[src/rtl/isp_frame_sched.sv]
// Frame scheduler: queues read-DMA frame descriptors and launches
// them one at a time, with done/timeout tracking and completion irq.
// Ports: hclk/n_hreset; sched_en; desc_* push side (full, level);
//   to_limit; isp_raddr/hsize/vsize/start to the DMA, isp_done
//   back; busy, frame_cnt, irq, to_err status.
module isp_frame_sched #(
  parameter int DEPTH = 4,
  parameter int TO_W  = 24
) (
  input  logic                     hclk,
  input  logic                     n_hreset,
  input  logic                     sched_en,
  input  logic                     desc_push,
  input  logic [31:0]              desc_raddr,
  input  logic [15:0]              desc_hsize,
  input  logic [15:0]              desc_vsize,
  output logic                     desc_full,
  output logic [$clog2(DEPTH):0]   desc_level,
  input  logic [TO_W-1:0]          to_limit,
  output logic [31:0]              isp_raddr,
  output logic [31:0]              isp_hsize,
  output logic [31:0]              isp_vsize,
  output logic [31:0]              isp_start,
  input  logic                     isp_done,
  output logic                     busy,
  output logic [15:0]              frame_cnt,
  output logic                     irq,
  output logic                     to_err
);

  localparam int AW = $clog2(DEPTH);
  localparam int LW = AW + 1;

  typedef enum logic [2:0] {
    IDLE,
    LOAD,
    START,
    WAIT,
    GAP
  } state_t;

  state_t state, state_nxt;

  logic [31:0]   mem_addr [DEPTH];
  logic [15:0]   mem_h    [DEPTH];
  logic [15:0]   mem_v    [DEPTH];
  logic [AW-1:0] wptr, rptr;
  logic [LW-1:0] level;

  logic          en_q;
  logic          en_rise;
  logic          err_blk;
  logic          head_ok;
  logic          pop;
  logic          load;
  logic          push_ok;
  logic          done_hit;
  logic          to_evt;
  logic          to_hit;
  logic [TO_W-1:0] to_cnt;
  logic [TO_W:0]   cnt_inc;

  assign desc_full  = (level == LW'(DEPTH));
  assign desc_level = level;
  assign busy       = (state != IDLE);
  assign isp_start  = {31'd0, state == START};

  // A fresh enable clears the sticky error in the same cycle it is
  // seen, so the launch check must not be blocked by the stale flag.
  assign en_rise = sched_en & ~en_q;
  assign err_blk = to_err & ~en_rise;

  assign head_ok = (|mem_h[rptr]) && (|mem_v[rptr]);
  assign push_ok = desc_push && (!desc_full || pop);

  // Counter value after this cycle's increment, compared
  // against the limit so to_err rises as it reaches to_limit.
  assign cnt_inc = {1'b0, to_cnt} + (TO_W+1)'(1);
  assign to_hit  = (to_limit != '0) &&
                   (cnt_inc >= {1'b0, to_limit});

  always_ff @(posedge hclk or negedge n_hreset) begin
    if (!n_hreset) state <= IDLE;
    else           state <= state_nxt;
  end

  always_comb begin
    state_nxt = state;
    pop       = 1'b0;
    load      = 1'b0;
    done_hit  = 1'b0;
    to_evt    = 1'b0;
    unique case (state)
      IDLE: begin
        if (sched_en && level != '0 && !err_blk) begin
          pop = 1'b1;
          if (head_ok) begin
            load      = 1'b1;
            state_nxt = LOAD;
          end
        end
      end
      LOAD:  state_nxt = START;
      START: state_nxt = WAIT;
      WAIT: begin
        if (isp_done) begin
          done_hit  = 1'b1;
          state_nxt = GAP;
        end else if (to_hit) begin
          to_evt    = 1'b1;
          state_nxt = IDLE;
        end
      end
      GAP:     state_nxt = IDLE;
      default: state_nxt = IDLE;
    endcase
  end

  always_ff @(posedge hclk) begin
    if (push_ok) begin
      mem_addr[wptr] <= desc_raddr;
      mem_h[wptr]    <= desc_hsize;
      mem_v[wptr]    <= desc_vsize;
    end
  end

  always_ff @(posedge hclk or negedge n_hreset) begin
    if (!n_hreset) begin
      wptr      <= '0;
      rptr      <= '0;
      level     <= '0;
      en_q      <= 1'b0;
      irq       <= 1'b0;
      to_err    <= 1'b0;
      frame_cnt <= '0;
      to_cnt    <= '0;
      isp_raddr <= '0;
      isp_hsize <= '0;
      isp_vsize <= '0;
    end else begin
      en_q <= sched_en;
      irq  <= done_hit | to_evt;
      if (push_ok) wptr <= wptr + AW'(1);
      if (pop)     rptr <= rptr + AW'(1);
      unique case ({push_ok, pop})
        2'b10:   level <= level + LW'(1);
        2'b01:   level <= level - LW'(1);
        default: level <= level;
      endcase
      if (done_hit) frame_cnt <= frame_cnt + 16'd1;
      if (to_evt)       to_err <= 1'b1;
      else if (en_rise) to_err <= 1'b0;
      if (load) begin
        isp_raddr <= mem_addr[rptr];
        isp_hsize <= {16'd0, mem_h[rptr]};
        isp_vsize <= {16'd0, mem_v[rptr]};
      end
      if (state == LOAD)
        to_cnt <= '0;
      else if (state == START || state == WAIT)
        to_cnt <= to_cnt + TO_W'(1);
    end
  end

endmodule

[config.mk]
export PLATFORM = sky130hd
export DESIGN_NAME = isp_frame_sched
export DESIGN_NICKNAME = d
export VERILOG_FILES = /design/src/rtl/isp_frame_sched.sv
export SDC_FILE = /design/constraint.sdc
export NUM_CORES = 1
export LEC_CHECK = 0
export CAP_MARGIN = 15
export CORE_ASPECT_RATIO = 1.4
export CORE_MARGIN = 2
export CORE_UTILIZATION = 35
export DETAILED_ROUTE_END_ITERATION = 6
export SYNTH_ARGS = -nofsm -noshare
export SYNTH_HDL_FRONTEND = slang
export SYNTH_SLANG_ARGS = --single-unit
export TNS_END_PERCENT = 50
[constraint.sdc]
create_clock -name hclk -period 3.3 [get_ports hclk]
set_input_delay 0.99 -clock hclk [delete_from_list [all_inputs] [get_ports hclk]]
set_output_delay 0.99 -clock hclk [all_outputs]
set_load 0.01 [all_outputs]
==> impl_metrics.yaml, run 1 <==
synth:
  synth-edff-count: 256
  ys_ff_latch: 373
  postSynthCellCount: 925
  yosysSeqAreaShare_pct: 68.2
  yosysWarnings: 0
  synth_area_leader_cell: "edfxtp_1"
  synthArstFlopShare_pct: 31.4
  synthFlopType: "edfxtp_1"
  synthesis.area_um2: 15600
  avgSynthCellArea_um2: 16.8
  synth_top_area_share_pct: 49.4
  synth_cell_types: 48
  yosys-top-cells-area: "edfxtp_1 (49%), dfrtp_1 (19%), mux4_2 (9.3%)"
critical_path:
  reg2reg_depth: 13
  crit_path_end_kind: "flip-flop"
  crit_fanout: 5
  crit_slowest_cell: "or4_4"
  cpLargestDelayFamily: "simple AND/OR/NAND/NOR gates"
  path_class: "reg -> reg"
  start_kind: "flip-flop"
  path_cells: "ha_2, and3_4, and4_4, and2_4, nand3_2, xnor2_1, ha_1, nand4_1, or4_4, o41ai_4, o21ai_1, o211ai_1, nand3b_1"
  required_ns: 3.71
  worstPathArrival_ns: 3.57
  cpPeakStageDelay_ns: 0.48
  critical_path_buf_inv_count: 0
  worst-path-stages: 13
global_route:
  grt_overflow: 0
  grt_max_degree: 60
  grt_pass1_wl_um: 52400
  grt_antenna_before_repair: 2
  grt_usage_pct: 14.9
  grt_pass1_vias: 8962
timing:
  finalSetupViolCount: 0
  max_slew_margin_pct: 33.8
  skew_ns: 0.0192
  period_needed_ns: 3.16
  worst_pin_slew_ns: 0.992
  hold_viol_final: 0
  timing.final.crit_share_pct: 95.7
  fmax_mhz: 317
  fin_ws_ns: 0.141
  rsz0062_at_grt: "yes"
  slew_viol_final: 0
place:
  dp.cells: 1704
  place_area_um2: 18500
  portBuffers: 180
  post-dp-hpwl_um: 23800
  place.gp.congestion: 0.813
  place_ws_ns: -0.218
layout:
  num-nets-final: 1312
  final_cell_mix: "edfxtp_1 (256), clkdlybuf4s50_1 (179), dfrtp_1 (115)"
  fin_util_pct: 45.1
  antennaDiodeCount: 0
  instances_no_fill: 1774
  fillers: 3837
  drive_gt1_share_pct: 18.3
  final_common_cell: "edfxtp_1"
  stdcell_area_um2: 19800
  area_delta_synth_final_pct: 27.3
drt:
  antenna_left: 0
  num_vias: 8575
  wirelength_um: 34200
  drc_errors: 0
  drt_iter0_drc: 498
  firstDrtPassIters: 6
  wire_per_inst_um: 19.3
  via_per_inst: 4.83
power:
  p_seq_share_pct: 41.8
  combPwrFrac_pct: 31.7
  switching_share_pct: 29.5
  power_leakage_nw: 7.47
  peakVddDrop_mv: 0.555
  clkPwrFrac_pct: 26.5
  intPower_mw: 11.4
  power_density_nw_per_um2: 818
  p_switching_mw: 4.78
die:
  start_util_pct: 35.4
  rows: 91
  fp.dieArea_um2: 46200
  die_w_um: 182
  die_height_um: 254
  ios: 244
  core_um2: 43900
outcome:
  status: "complete, no violations"
clock_tree:
  tritoncts: "built"
  clkTransAtPathRegs_ns: 0.07
  ctsHoldBuffers: 0
  cts_inserted_buffers: 38
  clock-sinks: 373
  cts-htree-levels: 2
  clock_path_buffers: 3
  cts_root_buf: "clkbuf_16"
  clk_latency_ns: 0.55
flow_run:
  maxCapViolCount: 0
worst_hold_path:
  hold_path_class: "in -> async"
## power groups by stage
stage	clock network, mW	registers (mW)	logic [mW]
5_1_grt	4.58	6.90	5.59
6_report	4.29	6.77	5.14
4_1_cts	4.43	6.79	5.28
3_3_place_gp	0	6.83	5.22
2_1_floorplan	0	6.91	2.66
3_5_place_dp	0	6.88	5.26
## metrics by stage
step | hold slack, ns | power (mW) | setup TNS (ns)
after detailed placement | 0.468 | 12.1 | -0.698
final | 0.457 | 16.2 | 0
after floorplan | 0.466 | 9.57 | 0
after global placement | 0.469 | 12.1 | -0.634
after CTS | 0.475 | 16.5 | 0
after global routing | 0.492 | 17.1 | -0.0645
## worst reg2reg max path: cells and delay by family (launching register included)
| kind | cells | cell delay [ns] |
|---|---|---|
| AOI/OAI and AO/OA | 3 | 0.58 |
| xor gates and xnor gates | 1 | 0.16 |
| adders and majority gates | 2 | 0.52 |
| DFF | 1 | 0.37 |
| and+or+nand+nor | 7 | 1.42 |
## logic make-up (layout without fill, tap and decap cells)
| logic type | Yosys count | count (layout) | synth area share, % |
|---|---|---|---|
| DFF | 373 | 373 | 68.2 |
| and+or+nand+nor | 147 | 147 | 4.93 |
| muxes | 130 | 130 | 14.0 |
| buffers and inverters | 129 | 358 | 5.02 |
| AOI/OAI and AO/OA | 71 | 71 | 2.85 |
| xor gates and xnor gates | 43 | 43 | 2.42 |
| adders and majority gates | 31 | 31 | 2.54 |
| other | 1 | 63 | 0.0241 |
## registers in the layout (all words and copies together), names as in the netlist, 2 cells and up
name / cells
isp_hsize: 16
rptr: 2
isp_vsize: 16
isp_raddr: 32
mem_v: 64
mem_addr: 128
to_cnt: 24
mem_h: 64
state: 3
desc_level: 3
wptr: 2
frame_cnt: 16
## per-layer routing
layer | wire length [um] | vias up | global-route usage (%)
met4 | 785 | 4 | 4.35
li1 | - | 3931 | -
met5 | 27 | - | 0
met2 | 17800 | 245 | 26.9
met3 | 2270 | 53 | 4.04
met1 | 13300 | 4342 | 17.4
## area by class of cell
class / count / area [um2] / share of cell area (%)
clock buffers: 49 / 1030 / 5.21
clock inverters: 19 / 218 / 1.10
inverters: 37 / 139 / 0.701
multi-input cells: 485 / 4490 / 22.6
flip-flops and latches: 373 / 10600 / 53.6
well taps: 558 / 698 / 3.52
repair buffers: 253 / 2620 / 13.2
## repair_timing
item	in CTS	in global routing
pin swaps	0	12
setup buffers	0	2
endpoints found under the setup margin	4	4
resized for setup	2	19
## path summary, 6_finish.rpt
| path | slack, ns | to | from |
|---|---|---|---|
| setup / recovery | 0.14 | state[0] | to_cnt[1] |
| hold / removal | 0.46 | to_cnt[8] | n_hreset |
| setup reg to reg | 0.14 | state[0] | to_cnt[1] |
| hold reg to reg | 0.46 | frame_cnt[15] | frame_cnt[15] |
| max in group asynchronous | 2.15 | isp_vsize[0] | n_hreset |
| min in group hclk | 0.46 | frame_cnt[15] | frame_cnt[15] |
## Yosys cell counts, types with 2 or more instances
master,instances
buf_2,4
nand4_1,16
and2_1,10
buf_4,64
o211ai_1,2
o22ai_1,4
ha_1,30
clkbuf_1,15
buf_1,2
mux2_2,5
xnor2_1,29
nand2b_1,2
a22o_1,8
mux2_1,60
nor3_1,6
o31ai_1,6
o21ai_0,24
buf_6,7
o21bai_1,2
and4_1,6
or3_1,2
edfxtp_1,256
and3_1,4
nor2_1,25
a21oi_1,16
nand2_1,36
mux4_2,64
inv_1,37
dfrtp_1,117
nand3_1,19
o21a_1,2
nor4_1,16
xor2_1,14
Power figures use the tool's default switching activity.
==> inputs of run 2 (changes only) <==
CORE_UTILIZATION = 49   (was 35)
MAX_ROUTING_LAYER = met4   (was not set)
PLACE_DENSITY = 0.77   (was not set)
==> run 2 against run 1 <==
Effect of this change:
- clock skew barely moved
- first-iteration DRC count down 6.2%
- final cell count fell by 10%
- critical endpoint unchanged
- largest power group unchanged
- largest cell class unchanged
==> impl_metrics.yaml, run 2 (same netlist as run 1, synthesis figures left out) <==
drt:
  wirelength_um: 32300
  met2WireLength_um: 16900
  drt_iter0_drc: 467
  num_vias: 8586
  drc_errors: 0
  antenna_left: 0
  dr_wl_met3_um: 2020
  top_layer: "met4"
  firstDrtPassIters: 5
  wire_per_inst_um: 20.2
  via_per_inst: 5.38
  wl_met1_um: 12700
layout:
  largestRegisters: "mem_addr (128), mem_h (64), mem_v (64)"
  stdcell_area_um2: 19400
  regMostFlops: "mem_addr"
  largest_reg_flops: 128
  final_common_cell: "edfxtp_1"
  area_delta_synth_final_pct: 24.3
  final_cell_mix: "edfxtp_1 (256), clkdlybuf4s50_1 (179), dfrtp_1 (115)"
  num-nets-final: 1294
  drive_gt1_share_pct: 16.5
timing:
  skew_ns: 0.0189
  fmax_mhz: 318
  hold_viol_final: 0
  finalSetupViolCount: 0
  slew_viol_final: 0
  timing.final.crit_share_pct: 95.3
  fin_ws_ns: 0.154
  period_needed_ns: 3.15
  max_slew_margin_pct: 35.4
  worst_pin_slew_ns: 0.968
  rsz0062_at_grt: "no"
power:
  p_switching_mw: 4.64
  p_seq_share_pct: 42.4
  power_density_nw_per_um2: 824
  combPwrFrac_pct: 31.4
  power_leakage_nw: 7.34
  intPower_mw: 11.3
  peakVddDrop_mv: 0.648
  switching_share_pct: 29.1
  clkPwrFrac_pct: 26.2
die:
  rows: 77
  die_height_um: 215
  fp.dieArea_um2: 33200
  die_w_um: 155
  core_um2: 31400
  start_util_pct: 49.6
  ios: 244
clock_tree:
  clkTransAtPathRegs_ns: 0.06
  clk_latency_ns: 0.53
  cts_inserted_buffers: 36
  cts_root_buf: "clkbuf_16"
  ctsHoldBuffers: 0
  clock_path_buffers: 3
  cts-htree-levels: 2
  tritoncts: "built"
  clock-sinks: 373
global_route:
  grt_overflow: 0
  grt_pass1_wl_um: 50100
  grt_usage_pct: 20.1
  grt_max_degree: 56
  grt_pass1_vias: 9080
  grt_antenna_before_repair: 3
critical_path:
  crit_fanout: 5
  worstPathArrival_ns: 3.54
  start_kind: "flip-flop"
  required_ns: 3.70
  crit_path_end_kind: "flip-flop"
  path_class: "reg -> reg"
place:
  place_area_um2: 18100
  place.gp.congestion: 0.830
  place_ws_ns: -0.291
  post-dp-hpwl_um: 21900
  portBuffers: 180
worst_hold_path:
  hold_path_class: "in -> async"
outcome:
  status: "complete, no violations"
flow_run:
  maxCapViolCount: 0
[run 2: cell count changes in the layout (fill, tap and decap cells not counted), moves of 2 or more]
cell | before | now
buf_4 | 50 | 41
buf_12 | 21 | 16
diode_2 | 0 | 3
buf_6 | 3 | 1
[run 2: metal layers]
metal  track usage (%)  up-vias
li1                  -     3920
met1              23.7     4345
met2              34.7      271
met3              4.84       50
met4              5.34        0
met5                 -        -
[run 2: area by class of cell]
cell class	instances	area [um2]
antenna	3	7.51
clock buffer	48	997
clock inverter	18	205
fill	2265	12100
inverter	37	139
multi-input combinational	485	4460
sequential	373	10600
tap	395	494
timing repair buffer	237	2430
[run 2: through the flow]
stage / utilization [%] / hold WS [ns] / total power [mW] / TNS, ns / std cells
2_1_floorplan: - / 0.466 / 9.57 / 0 / 987
3_3_place_gp: 57.6 / 0.474 / 11.8 / -0.545 / 1526
3_5_place_dp: 57.6 / 0.476 / 11.9 / -0.869 / 1526
4_1_cts: 61.5 / 0.450 / 16.2 / 0 / 1592
5_1_grt: 61.6 / 0.469 / 16.7 / 0 / 1596
6_report: 61.6 / 0.431 / 15.9 / 0 / 1596
[run 2: path summary, 6_finish.rpt]
kind,end,slack (ns),startpoint,depth (start not counted)
max in group asynchronous,to_cnt[15],2.02,n_hreset,2
max,state[0],0.15,to_cnt[0],12
min in group hclk,isp_raddr[4],0.49,isp_raddr[4],1
max reg2reg,state[0],0.15,to_cnt[0],12
min,to_cnt[8],0.43,n_hreset,1
min reg2reg,isp_raddr[4],0.49,isp_raddr[4],1
[run 2: power groups by stage]
| stage | combinational, mW | clock [mW] | sequential [mW] |
|---|---|---|---|
| global route | 5.42 | 4.44 | 6.86 |
| floorplan | 2.66 | 0 | 6.91 |
| CTS | 5.12 | 4.29 | 6.76 |
| detailed placement | 5.09 | 0 | 6.83 |
| finish | 5.01 | 4.18 | 6.75 |
| global placement | 5.01 | 0 | 6.77 |
[run 2: what timing repair did]
item / 4_1_cts / 5_1_grt
pin swaps: 0 / 3
buffers inserted: 0 / 1
endpoints found under the setup margin: 4 / 63
gates resized for setup: 4 / 8
[run 2: critical path: stages (launching register included)]
cell      delay, ns
dfrtp_1        0.37
ha_1           0.19
and3_4         0.21
and4_4         0.24
and2_1         0.15
nand3_1        0.12
xnor2_1        0.16
ha_1           0.30
nand4_1        0.13
or4_4          0.48
o221a_2        0.34
o211ai_1       0.23
nand3b_1       0.10
